--- config.mk ---
export PLATFORM = sky130hd
export DESIGN_NAME = pow_dispatch
export DESIGN_NICKNAME = d
export VERILOG_FILES = /design/src/rtl/pow_pkg.sv /design/src/rtl/pow_result_fifo.sv /design/src/rtl/pow_dispatch.sv
export SDC_FILE = /design/constraint.sdc
export NUM_CORES = 1
export LEC_CHECK = 0
export CORE_AREA = 2 2 582 584
export DETAILED_ROUTE_END_ITERATION = 6
export DIE_AREA = 0 0 584 586
export GPL_ROUTABILITY_DRIVEN = 0
export HOLD_SLACK_MARGIN = 0.06
export MAX_ROUTING_LAYER = met4
export PLACE_DENSITY = 0.32
export RECOVER_POWER = 50
export SETUP_SLACK_MARGIN = 0.02
export SLEW_MARGIN = 20
export SYNTH_ARGS = -nofsm -noshare
export SYNTH_HDL_FRONTEND = slang
export SYNTH_SLANG_ARGS = --single-unit
--- constraint.sdc ---
create_clock -name clk -period 10.5 [get_ports clk]
set_clock_uncertainty 0.05 [all_clocks]
set_input_delay 2.1 -clock clk [delete_from_list [all_inputs] [get_ports clk]]
set_output_delay 2.1 -clock clk [all_outputs]
set_load 0.1 [all_outputs]
--- src/rtl/pow_pkg.sv ---
// Shared constants, FSM state type and core-id width helper for the PoW dispatch block.
package pow_pkg;

    localparam int NONCE_W        = 64;
    localparam int TARGET_W       = 64;
    localparam int JOB_W          = 640;
    localparam int HASH_CYCLE_DEF = 14;

    typedef enum logic {
        ST_IDLE = 1'b0,
        ST_RUN  = 1'b1
    } state_t;

    function automatic int cid_w(input int n);
        return (n <= 1) ? 1 : $clog2(n);
    endfunction

endpackage

--- src/rtl/pow_result_fifo.sv ---
// Result FIFO: synchronous storage of {core id, nonce} with a combinational head read.
// Latency: a push at edge t is visible at the head after edge t (when the FIFO was empty).
// Backpressure: a push at full is taken only together with a pop; a pop at empty is ignored.
module pow_result_fifo
    import pow_pkg::*;
#(
    parameter int DW    = 65,
    parameter int DEPTH = 8
) (
    input  logic          clk,
    input  logic          rst_n,
    input  logic          i_clr,
    input  logic          i_push,
    input  logic [DW-1:0] i_din,
    input  logic          i_pop,
    output logic [DW-1:0] o_dout,
    output logic          o_full,
    output logic          o_empty
);

    localparam int AW = $clog2(DEPTH);

    logic [DW-1:0] r_mem [DEPTH];
    logic [AW:0]   r_wptr;
    logic [AW:0]   r_rptr;
    logic          w_do_push;
    logic          w_do_pop;

    assign o_empty   = (r_wptr == r_rptr);
    assign o_full    = (r_wptr[AW] != r_rptr[AW]) && (r_wptr[AW-1:0] == r_rptr[AW-1:0]);
    assign w_do_pop  = i_pop && !o_empty;
    assign w_do_push = i_push && (!o_full || w_do_pop);
    assign o_dout    = r_mem[r_rptr[AW-1:0]];

    always_ff @(posedge clk) begin
        if (!rst_n || i_clr) begin
            r_wptr <= '0;
            r_rptr <= '0;
        end else begin
            if (w_do_push) r_wptr <= r_wptr + (AW+1)'(1);
            if (w_do_pop)  r_rptr <= r_rptr + (AW+1)'(1);
        end
    end

    always_ff @(posedge clk) begin
        if (w_do_push) r_mem[r_wptr[AW-1:0]] <= i_din;
    end

endmodule

--- src/rtl/pow_dispatch.sv ---
// PoW core controller: staggered starts, job fan-out, RR result collection (DROP_CNT_EN adds drop counter).
// Latency: start of core 0 one cycle after load; core_store -> out_valid two edges.
// Backpressure: out_valid/out_ready; a full FIFO stalls the arbiter, repeat stores on a held core drop.
module pow_dispatch
    import pow_pkg::*;
#(
    parameter int NCORE      = 2,
    parameter int HASH_CYCLE = HASH_CYCLE_DEF,
    parameter int NONCE_W    = pow_pkg::NONCE_W,
    parameter int JOB_W      = pow_pkg::JOB_W,
    parameter int FIFO_DEPTH = 8
) (
    input  logic                        clk,
    input  logic                        rst_n,
    input  logic                        load,
    input  logic                        halt,
    input  logic [JOB_W-1:0]            job,
    output logic [TARGET_W-1:0]         core_target,
    output logic [JOB_W-TARGET_W-1:0]   core_blob,
    output logic                        core_load,
    output logic                        core_flush,
    output logic [NCORE-1:0]            core_start,
    input  logic [NCORE*NONCE_W-1:0]    core_nonce,
    input  logic [NCORE-1:0]            core_store,
    output logic [NONCE_W-1:0]          out_nonce,
    output logic [cid_w(NCORE)-1:0]     out_core,
    output logic                        out_valid,
    input  logic                        out_ready,
    output logic                        busy,
    output logic [15:0]                 drop_cnt
);

    localparam int CID_W  = cid_w(NCORE);
    localparam int PH_W   = cid_w(HASH_CYCLE);
    localparam int STRIDE = HASH_CYCLE / NCORE;
    localparam int FDW    = CID_W + NONCE_W;

    state_t                     r_state;
    logic [PH_W-1:0]            r_phase;
    logic [PH_W-1:0]            w_phase_sel;
    logic [NCORE-1:0]           r_start;
    logic [NCORE-1:0]           w_start_vec;
    logic                       r_load;
    logic                       r_flush;
    logic [TARGET_W-1:0]        r_target;
    logic [JOB_W-TARGET_W-1:0]  r_blob;

    logic [NCORE-1:0]           r_pend;
    logic [NONCE_W-1:0]         r_pnonce [NCORE];
    logic [CID_W-1:0]           r_ptr;
    logic [NCORE-1:0]           w_grant;
    logic [NCORE-1:0]           w_accept;
    logic [CID_W-1:0]           w_gidx;
    logic                       w_gvld;
    int                         w_rr_idx;

    logic                       w_fifo_full;
    logic                       w_fifo_empty;
    logic                       w_pop;
    logic                       w_can_push;
    logic [FDW-1:0]             w_fifo_dout;

    // Phase of the start strobe being registered this edge; load forces phase 0.
    always_comb begin
        if (load || r_phase == PH_W'(HASH_CYCLE - 1)) begin
            w_phase_sel = '0;
        end else begin
            w_phase_sel = r_phase + PH_W'(1);
        end
        w_start_vec = '0;
        for (int i = 0; i < NCORE; i++) begin
            w_start_vec[i] = (int'(w_phase_sel) == STRIDE * i);
        end
    end

    always_ff @(posedge clk) begin
        if (!rst_n) begin
            r_state  <= ST_IDLE;
            r_phase  <= '0;
            r_start  <= '0;
            r_load   <= 1'b0;
            r_flush  <= 1'b1;
            r_target <= '0;
            r_blob   <= '0;
        end else begin
            r_load <= load;
            if (load) begin
                r_state  <= ST_RUN;
                r_phase  <= w_phase_sel;
                r_start  <= w_start_vec;
                r_flush  <= 1'b0;
                r_target <= job[TARGET_W-1:0];
                r_blob   <= job[JOB_W-1:TARGET_W];
            end else if (r_state == ST_RUN && !halt) begin
                r_phase <= w_phase_sel;
                r_start <= w_start_vec;
            end else begin
                r_state <= ST_IDLE;
                r_phase <= '0;
                r_start <= '0;
                r_flush <= 1'b1;
            end
        end
    end

    assign core_target = r_target;
    assign core_blob   = r_blob;
    assign core_load   = r_load;
    assign core_flush  = r_flush;
    assign core_start  = r_start;
    assign busy        = (r_state == ST_RUN);

    assign w_pop      = out_ready && !w_fifo_empty;
    assign w_can_push = !w_fifo_full || w_pop;

    // Round-robin search starting at r_ptr; grants only when the FIFO can take the entry.
    always_comb begin
        w_grant  = '0;
        w_gidx   = '0;
        w_gvld   = 1'b0;
        w_rr_idx = 0;
        for (int k = 0; k < NCORE; k++) begin
            w_rr_idx = int'(r_ptr) + k;
            if (w_rr_idx >= NCORE) w_rr_idx = w_rr_idx - NCORE;
            if (!w_gvld && w_can_push && r_pend[w_rr_idx]) begin
                w_gvld            = 1'b1;
                w_gidx            = CID_W'(w_rr_idx);
                w_grant[w_rr_idx] = 1'b1;
            end
        end
    end

    assign w_accept = core_store & (~r_pend | w_grant);

    always_ff @(posedge clk) begin
        if (!rst_n) begin
            r_pend <= '0;
            r_ptr  <= '0;
        end else begin
            if (w_gvld) begin
                r_ptr <= (int'(w_gidx) == NCORE - 1) ? '0 : w_gidx + CID_W'(1);
            end
            for (int i = 0; i < NCORE; i++) begin
                if (load) begin
                    r_pend[i] <= 1'b0;
                end else if (w_accept[i]) begin
                    r_pend[i] <= 1'b1;
                end else if (w_grant[i]) begin
                    r_pend[i] <= 1'b0;
                end
            end
        end
    end

    always_ff @(posedge clk) begin
        for (int i = 0; i < NCORE; i++) begin
            if (w_accept[i]) r_pnonce[i] <= core_nonce[i*NONCE_W +: NONCE_W];
        end
    end

    pow_result_fifo #(
        .DW    (FDW),
        .DEPTH (FIFO_DEPTH)
    ) u_fifo (
        .clk     (clk),
        .rst_n   (rst_n),
        .i_clr   (load),
        .i_push  (w_gvld),
        .i_din   ({w_gidx, r_pnonce[w_gidx]}),
        .i_pop   (w_pop),
        .o_dout  (w_fifo_dout),
        .o_full  (w_fifo_full),
        .o_empty (w_fifo_empty)
    );

    assign out_core  = w_fifo_dout[FDW-1:NONCE_W];
    assign out_nonce = w_fifo_dout[NONCE_W-1:0];
    assign out_valid = !w_fifo_empty;

`ifdef DROP_CNT_EN
    logic [NCORE-1:0] w_drop;
    logic [16:0]      w_drop_sum;
    logic [15:0]      r_drop_cnt;

    always_comb begin
        w_drop     = core_store & r_pend & ~w_grant;
        w_drop_sum = {1'b0, r_drop_cnt};
        for (int i = 0; i < NCORE; i++) begin
            w_drop_sum = w_drop_sum + 17'(w_drop[i]);
        end
    end

    always_ff @(posedge clk) begin
        if (!rst_n || load) begin
            r_drop_cnt <= '0;
        end else if (w_drop_sum > 17'h0FFFF) begin
            r_drop_cnt <= 16'hFFFF;
        end else begin
            r_drop_cnt <= w_drop_sum[15:0];
        end
    end

    assign drop_cnt = r_drop_cnt;
`else
    assign drop_cnt = '0;
`endif

endmodule

# Word level (Yosys, flattened, before mapping)
# Memory sizes are Yosys's and may differ from the RTL's. A register that Yosys moved wholly into a read port is not among the register bits.
# Index checks and enable logic that the tools add are counted.
[classes]
bitwise_logic = 5
addsub = 7
reduce_logical = 23
eq_ne = 6
order_cmp = 6
muxes = 40
[ops]
columns = ["cell", "n"]
rows = [
  ["32-bit by 1-bit greater-or-equal comparator with 1-bit output (second input constant)", 2],
  ["32-bit by 3-bit less-than comparator with 1-bit output (second input constant)", 2],
  ["32-bit two-way mux", 2],
  ["1-bit two-way mux", 27],
  ["4-bit by 1-bit adder with 4-bit output (second input constant)", 3],
  ["4-bit two-way mux", 3],
  ["1-bit logical AND", 10],
  ["4-bit == test (second input constant)", 2],
  ["2-bit two-way mux", 4],
  ["3-bit two-way mux", 2],
  ["1-bit zero test", 5],
  ["4-bit == test", 1],
  ["4-bit zero test", 1],
  ["1-bit logical OR", 4],
  ["2-bit bitwise OR", 2],
  ["2-bit nonzero test", 2],
  ["3-bit == test", 1],
  ["1-bit by 2-bit subtractor with 3-bit output (second input constant)", 1],
  ["2-bit by 2-bit subtractor with 3-bit output (second input constant)", 1],
  ["1-bit by 1-bit adder with 2-bit output (second input constant)", 1],
  ["2-bit AND", 1],
  ["1-bit demux with 1-bit select", 2],
  ["1-bit by 2-bit greater-or-equal comparator with 1-bit output (second input constant)", 1],
  ["2-bit greater-or-equal comparator (second input constant)", 1],
  ["other kinds (6)", 6],
]
[totals]
reg_bits = 660
out_inout_bits = 727
elab_cells = 101
memories = 2
ram_bits = 648
in_bits = 775
[mem_list]
columns = ["name", "depth", "word_bits", "rd", "rd_ports_with_merged_regs", "write_ports", "line", "source"]
rows = [
  ["u_fifo.r_mem", 8, 65, 1, 1, 1, "pow_result_fifo.sv:23", "logic [DW-1:0] r_mem [DEPTH];"],
  ["r_pnonce", 2, 64, 1, 0, 2, "pow_dispatch.sv:49", "logic [NONCE_W-1:0] r_pnonce [NCORE];"],
]

# Logic depth before layout (Yosys ltp)
[depth]
depth_word = 15
ltp_mapped = 8
depth_no_buf = 6

# Cells and area by module
# Synthesis repeated with hierarchy kept, for this count alone.
[unflattened]
cells_unflattened = 3167
hier_area_um2 = 47944.7
[modules_own_cells]
columns = ["mod", "n_inst", "seq_area_each_um2", "cells_each", "area_each_um2"]
rows = [
  ["pow_dispatch", 1, 16896.2, 2341, 27812.9],
  ["pow_result_fifo", 1, 15835.2, 826, 20131.8],
]

# Worst setup path after synthesis
# No wires, ideal clock.
[synth_path]
path_kind = "input port to flip-flop"
startpoint = "in out_ready"
endpoint = "mem u_fifo.r_mem[4][0] (enable)"
stages = 3
path_buffers = 0
required_time_ns = 9.778
t_arrival_ns = 9.074
setup_slack_ns = 0.704
cell_sequence = "or2_2 -> o22ai_1 -> nor4b_1"
[synth_via]
elab_chain_len = 11
word_cells_on_any_way = 13
[synth_lines]
columns = ["element", "line", "source"]
rows = [
  ["start: declaration", "pow_dispatch.sv:28", "input logic out_ready,"],
  ["1-bit logical AND (*)", "pow_dispatch.sv:113", "assign w_pop = out_ready && !w_fifo_empty;"],
  ["1-bit logical OR", "pow_dispatch.sv:114", "assign w_can_push = !w_fifo_full || w_pop;"],
  ["1-bit logical AND", "pow_dispatch.sv:125", "if (!w_gvld && w_can_push && r_pend[w_rr_idx]) begin"],
  ["1-bit two-way mux", "pow_dispatch.sv:125", ""],
  ["1-bit zero test", "pow_dispatch.sv:125", ""],
  ["1-bit logical AND (2 in series)", "pow_dispatch.sv:125", ""],
  ["1-bit two-way mux", "pow_dispatch.sv:125", ""],
  ["1-bit logical AND (*)", "pow_result_fifo.sv:32", "assign w_do_push = i_push && (!o_full || w_do_pop);"],
  ["1-bit two-way mux (*)", "pow_result_fifo.sv:46", "if (w_do_push) r_mem[r_wptr[AW-1:0]] <= i_din;"],
  ["1-bit two-way mux (implied by the code) (*)", "pow_result_fifo.sv:46", ""],
  ["end: declaration", "pow_result_fifo.sv:23", ""],
]
# Every way passes the cells marked *; elsewhere a longest branch is shown, timed or not.

# Worst setup path in the final report
[layout_path]
startpoint = "in load"
endpoint = "reg r_start[0], in the netlist core_start[0]"
[layout_via]
elab_chain_len = 5
[layout_lines]
columns = ["element", "line", "source"]
rows = [
  ["start: declaration", "pow_dispatch.sv:15", "input logic load,"],
  ["1-bit logical OR", "pow_dispatch.sv:65", "if (load || r_phase == PH_W'(HASH_CYCLE - 1)) begin"],
  ["4-bit two-way mux", "pow_dispatch.sv:65", ""],
  ["4-bit zero test", "pow_dispatch.sv:72", "w_start_vec[i] = (int'(w_phase_sel) == STRIDE * i);"],
  ["2-bit two-way mux", "pow_dispatch.sv:94", "end else if (r_state == ST_RUN && !halt) begin"],
  ["2-bit two-way mux (*)", "pow_dispatch.sv:87", "if (load) begin"],
  ["end signal: assignment", "pow_dispatch.sv:90", "r_start <= w_start_vec;"],
  ["end signal: assignment", "pow_dispatch.sv:96", "r_start <= w_start_vec;"],
  ["end: declaration", "pow_dispatch.sv:41", "logic [NCORE-1:0] r_start;"],
]
# Marked as above.
# A chain may end at the register's enable or synchronous reset.

==> impl_metrics.py <==
metrics = {
    "status": {
        "status": "complete, but fails checks",
        "violations": "capacitance limit, slew limit",
    },
    "clocking": {
        "cts_tree": "done",
        "h-tree-depth": 4,
        "cts_buffer_depth": 4,
        "cts_root_buf": "clkbuf_16",
        "cts_buffers": 179,
        "cts.repair.resized": 0,
        "hold_buffers": 0,
        "insertion_delay_ps": 870,
        "clk_pin_slew_ps": 60,
        "cts_sinks": 1311,
        "cts_setup_buffers": 0,
    },
    "sta": {
        "drv_slew": 905,
        "max_slew.worst_pin.slew_ps": 4010,
        "fmax_ghz": 0.123,
        "report.final.hold_viol_count": 0,
        "hold_ws_ps": 440,
        "setup_viol": 0,
        "fin_crit_ps": 8110,
        "finalCritPeriodShare": 0.772,
        "fin_tns_setup_ps": 0,
        "rsz0062_at_grt": "false",
        "relSlewSlack": -1.67,
    },
    "critical_path": {
        "worstSetupStartpointType": "input pin",
        "cp_num_buf_inv": 3,
        "crit_chain": "clkbuf_1, buf_12, clkbuf_1, o21ai_0, a211oi_1",
        "crit_fanout": 110,
        "cp.required_ps": 11220,
        "slowest_stage": "clkbuf_1",
        "cpLargestDelayFamily": "buffers and inverters",
        "critical_path_class": "in -> reg",
        "cp_common_cell": "clkbuf_1",
        "reg2reg_slack_ps": 4570,
        "worstSetupEndpointType": "flop",
        "critPathMaxStageDelay_ps": 2570,
        "worstPathArrival_ps": 8830,
    },
    "final_layout": {
        "layout-drive-gt1-share": 0.118,
        "area_delta_synth_final_pct": 51.6,
        "multi_input_area_um2": 14000,
        "most-common-layout-cells": "clkdlybuf4s50_1 (1119), dfxtp_1 (660), nor2_1 (648), edfxtp_1 (648), mux2i_1 (646)",
        "fin_util": 0.216,
        "finalNonFillerCells": 9346,
        "fin_area_um2": 72500,
        "layout.nets": 5454,
        "final_common_cell": "clkdlybuf4s50_1",
        "seqCellArea_um2": 32700,
        "fillers": 35900,
    },
    "flow_run": {
        "drv_cap": 197,
    },
    "detailed_routing": {
        "vias": 33300,
        "postRouteAntennaNets": 0,
        "drt-wirelength-per-cell_um": 32.8,
        "postRouteWirelength_um": 306000,
        "drc": 0,
        "drtIter0Drc": 2147,
        "viasPerCell": 3.56,
        "first_pass_iters": 5,
    },
    "power": {
        "combPwrFrac": 0.168,
        "p_sw_frac": 0.308,
        "p_per_area_nw_per_um2": 202,
        "peakVddDrop_mv": 0.112,
        "p_seq_frac": 0.388,
        "internal_power_mw": 10.1,
        "p_sw_mw": 4.51,
        "p_clk_frac": 0.444,
        "p_leak_nw": 26.2,
    },
    "synthesis": {
        "synth_top_area_cell": "edfxtp_1",
        "synth_top_area_share": 0.407,
        "synth_warnings": 0,
        "ys_seq_elements": 1311,
        "synth_seq_area_share": 0.684,
        "synth.area.top_cells": "edfxtp_1 (41%), dfxtp_1 (28%), mux2i_1 (14%), mux4_2 (6.1%), nor2_1 (5.1%)",
        "syn_area_per_cell_um2": 15.1,
        "synthesis.area_um2": 47800,
        "yosys_most_used_dff": "dfxtp_1",
        "synth_edf_count": 648,
        "synth_cell_types": 46,
        "syn_inst": 3160,
        "postSynth.asyncResetShare": 0,
    },
    "place": {
        "dp.cells": 8899,
        "hpwl_um": 241000,
        "portBuffers": 1485,
        "placed_area_um2": 67100,
    },
    "floorplan": {
        "dieWidth_um": 584,
        "die_h_um": 586,
        "coreArea_um2": 336000,
        "fp-row-count": 213,
        "die-area_um2": 342000,
        "io_pins": 1502,
        "floorplan.initialDensity": 0.142,
    },
    "global_route": {
        "grt.total_usage": 0.178,
        "grt_overflow": 0,
        "grt_pass1_wl_um": 378000,
        "grt_pass1_vias": 32900,
        "antenna_found_initial": 313,
        "grt_max_degree": 161,
    },
    "hold_path": {
        "hold_path_class": "reg -> reg",
    },
}
==> registers in the layout, summed over array words and instances (netlist names), named ones only <==
register,flops
r_ptr,1
r_phase,4
r_pend,2
u_fifo.r_wptr,4
core_load,1
busy,1
core_start,2
u_fifo.r_rptr,4
u_fifo.r_mem,520
core_target,64
r_pnonce,128
core_flush,1
core_blob,576
==> cell usage after synthesis, drive strengths merged (4+ instances only) <==
library cell,instances
a21oi,4
nor2,648
or2,4
nand2,15
buf,108
edfxtp,648
mux2,129
dfxtp,663
xnor2,5
o21ai,7
ha,4
mux2i,646
clkbuf,99
mux4,130
nand3,6
inv,6
==> power groups by stage <==
stage / Clock (mW) / Sequential, mW / Combinational, mW
2_1_floorplan: 0 / 6.81 / 0.535
3_3_place_gp: 0 / 5.78 / 2.54
3_5_place_dp: 0 / 5.78 / 2.53
4_1_cts: 6.77 / 5.68 / 2.54
5_1_grt: 6.92 / 5.70 / 2.57
6_report: 6.50 / 5.68 / 2.46
==> per-stage QoR <==
stage | setup slack [ps] | power [mW]
after detailed placement | 4280 | 8.32
after floorplan | 704 | 7.35
after global placement | 4300 | 8.32
after global routing | 1880 | 15.2
final | 2390 | 14.6
after CTS | 3300 | 15.0
==> final timing paths <==
check / end / start / cells past startpoint
setup / recovery: core_start[0] / load / 5
hold / removal: core_blob[464] / core_blob[464] / 2
setup reg to reg: r_pnonce[0][63] / u_fifo.r_wptr[2] / 6
hold reg to reg: core_blob[464] / core_blob[464] / 2
==> cell type report <==
| class | count | share of cell area |
|---|---|---|
| diodes | 120 | 0.00414 |
| flip-flops and latches | 1311 | 0.452 |
| well taps | 4407 | 0.0760 |
| inverters | 6 | 0.000328 |
| multi-input cells | 1651 | 0.193 |
| clock inverters | 98 | 0.0170 |
| clock buffers | 227 | 0.0679 |
| repair buffers | 1526 | 0.190 |
==> tightest hold or removal path, delay by kind of cell (launching register included) <==
| family | cells | cell delay, ps |
|---|---|---|
| multiplexers | 1 | 60 |
| AND/OR/NAND/NOR | 1 | 70 |
| flip-flops | 1 | 320 |
==> logic make-up (layout without fill, tap and decap cells) <==
logic type                 count (synthesis)  in the layout  share of synthesized area
DFF                                     1311           1311                      0.684
and+or+nand+nor                          697            697                     0.0568
other                                      1            136                  0.0000784
adders and majority gates                  4              4                    0.00105
muxes                                    905            905                      0.231
xor gates and xnor gates                   6              6                    0.00126
buffers and inverters                    213           1857                     0.0224
AOI/OAI and AO/OA                         23             23                    0.00327
==> routing by layer <==
metal  share of wire  global-route usage
met1            0.38               0.191
met5               0                   -
met3            0.18               0.143
met4           0.037              0.0501
met2            0.40               0.246
Power figures use the tool's default switching activity.
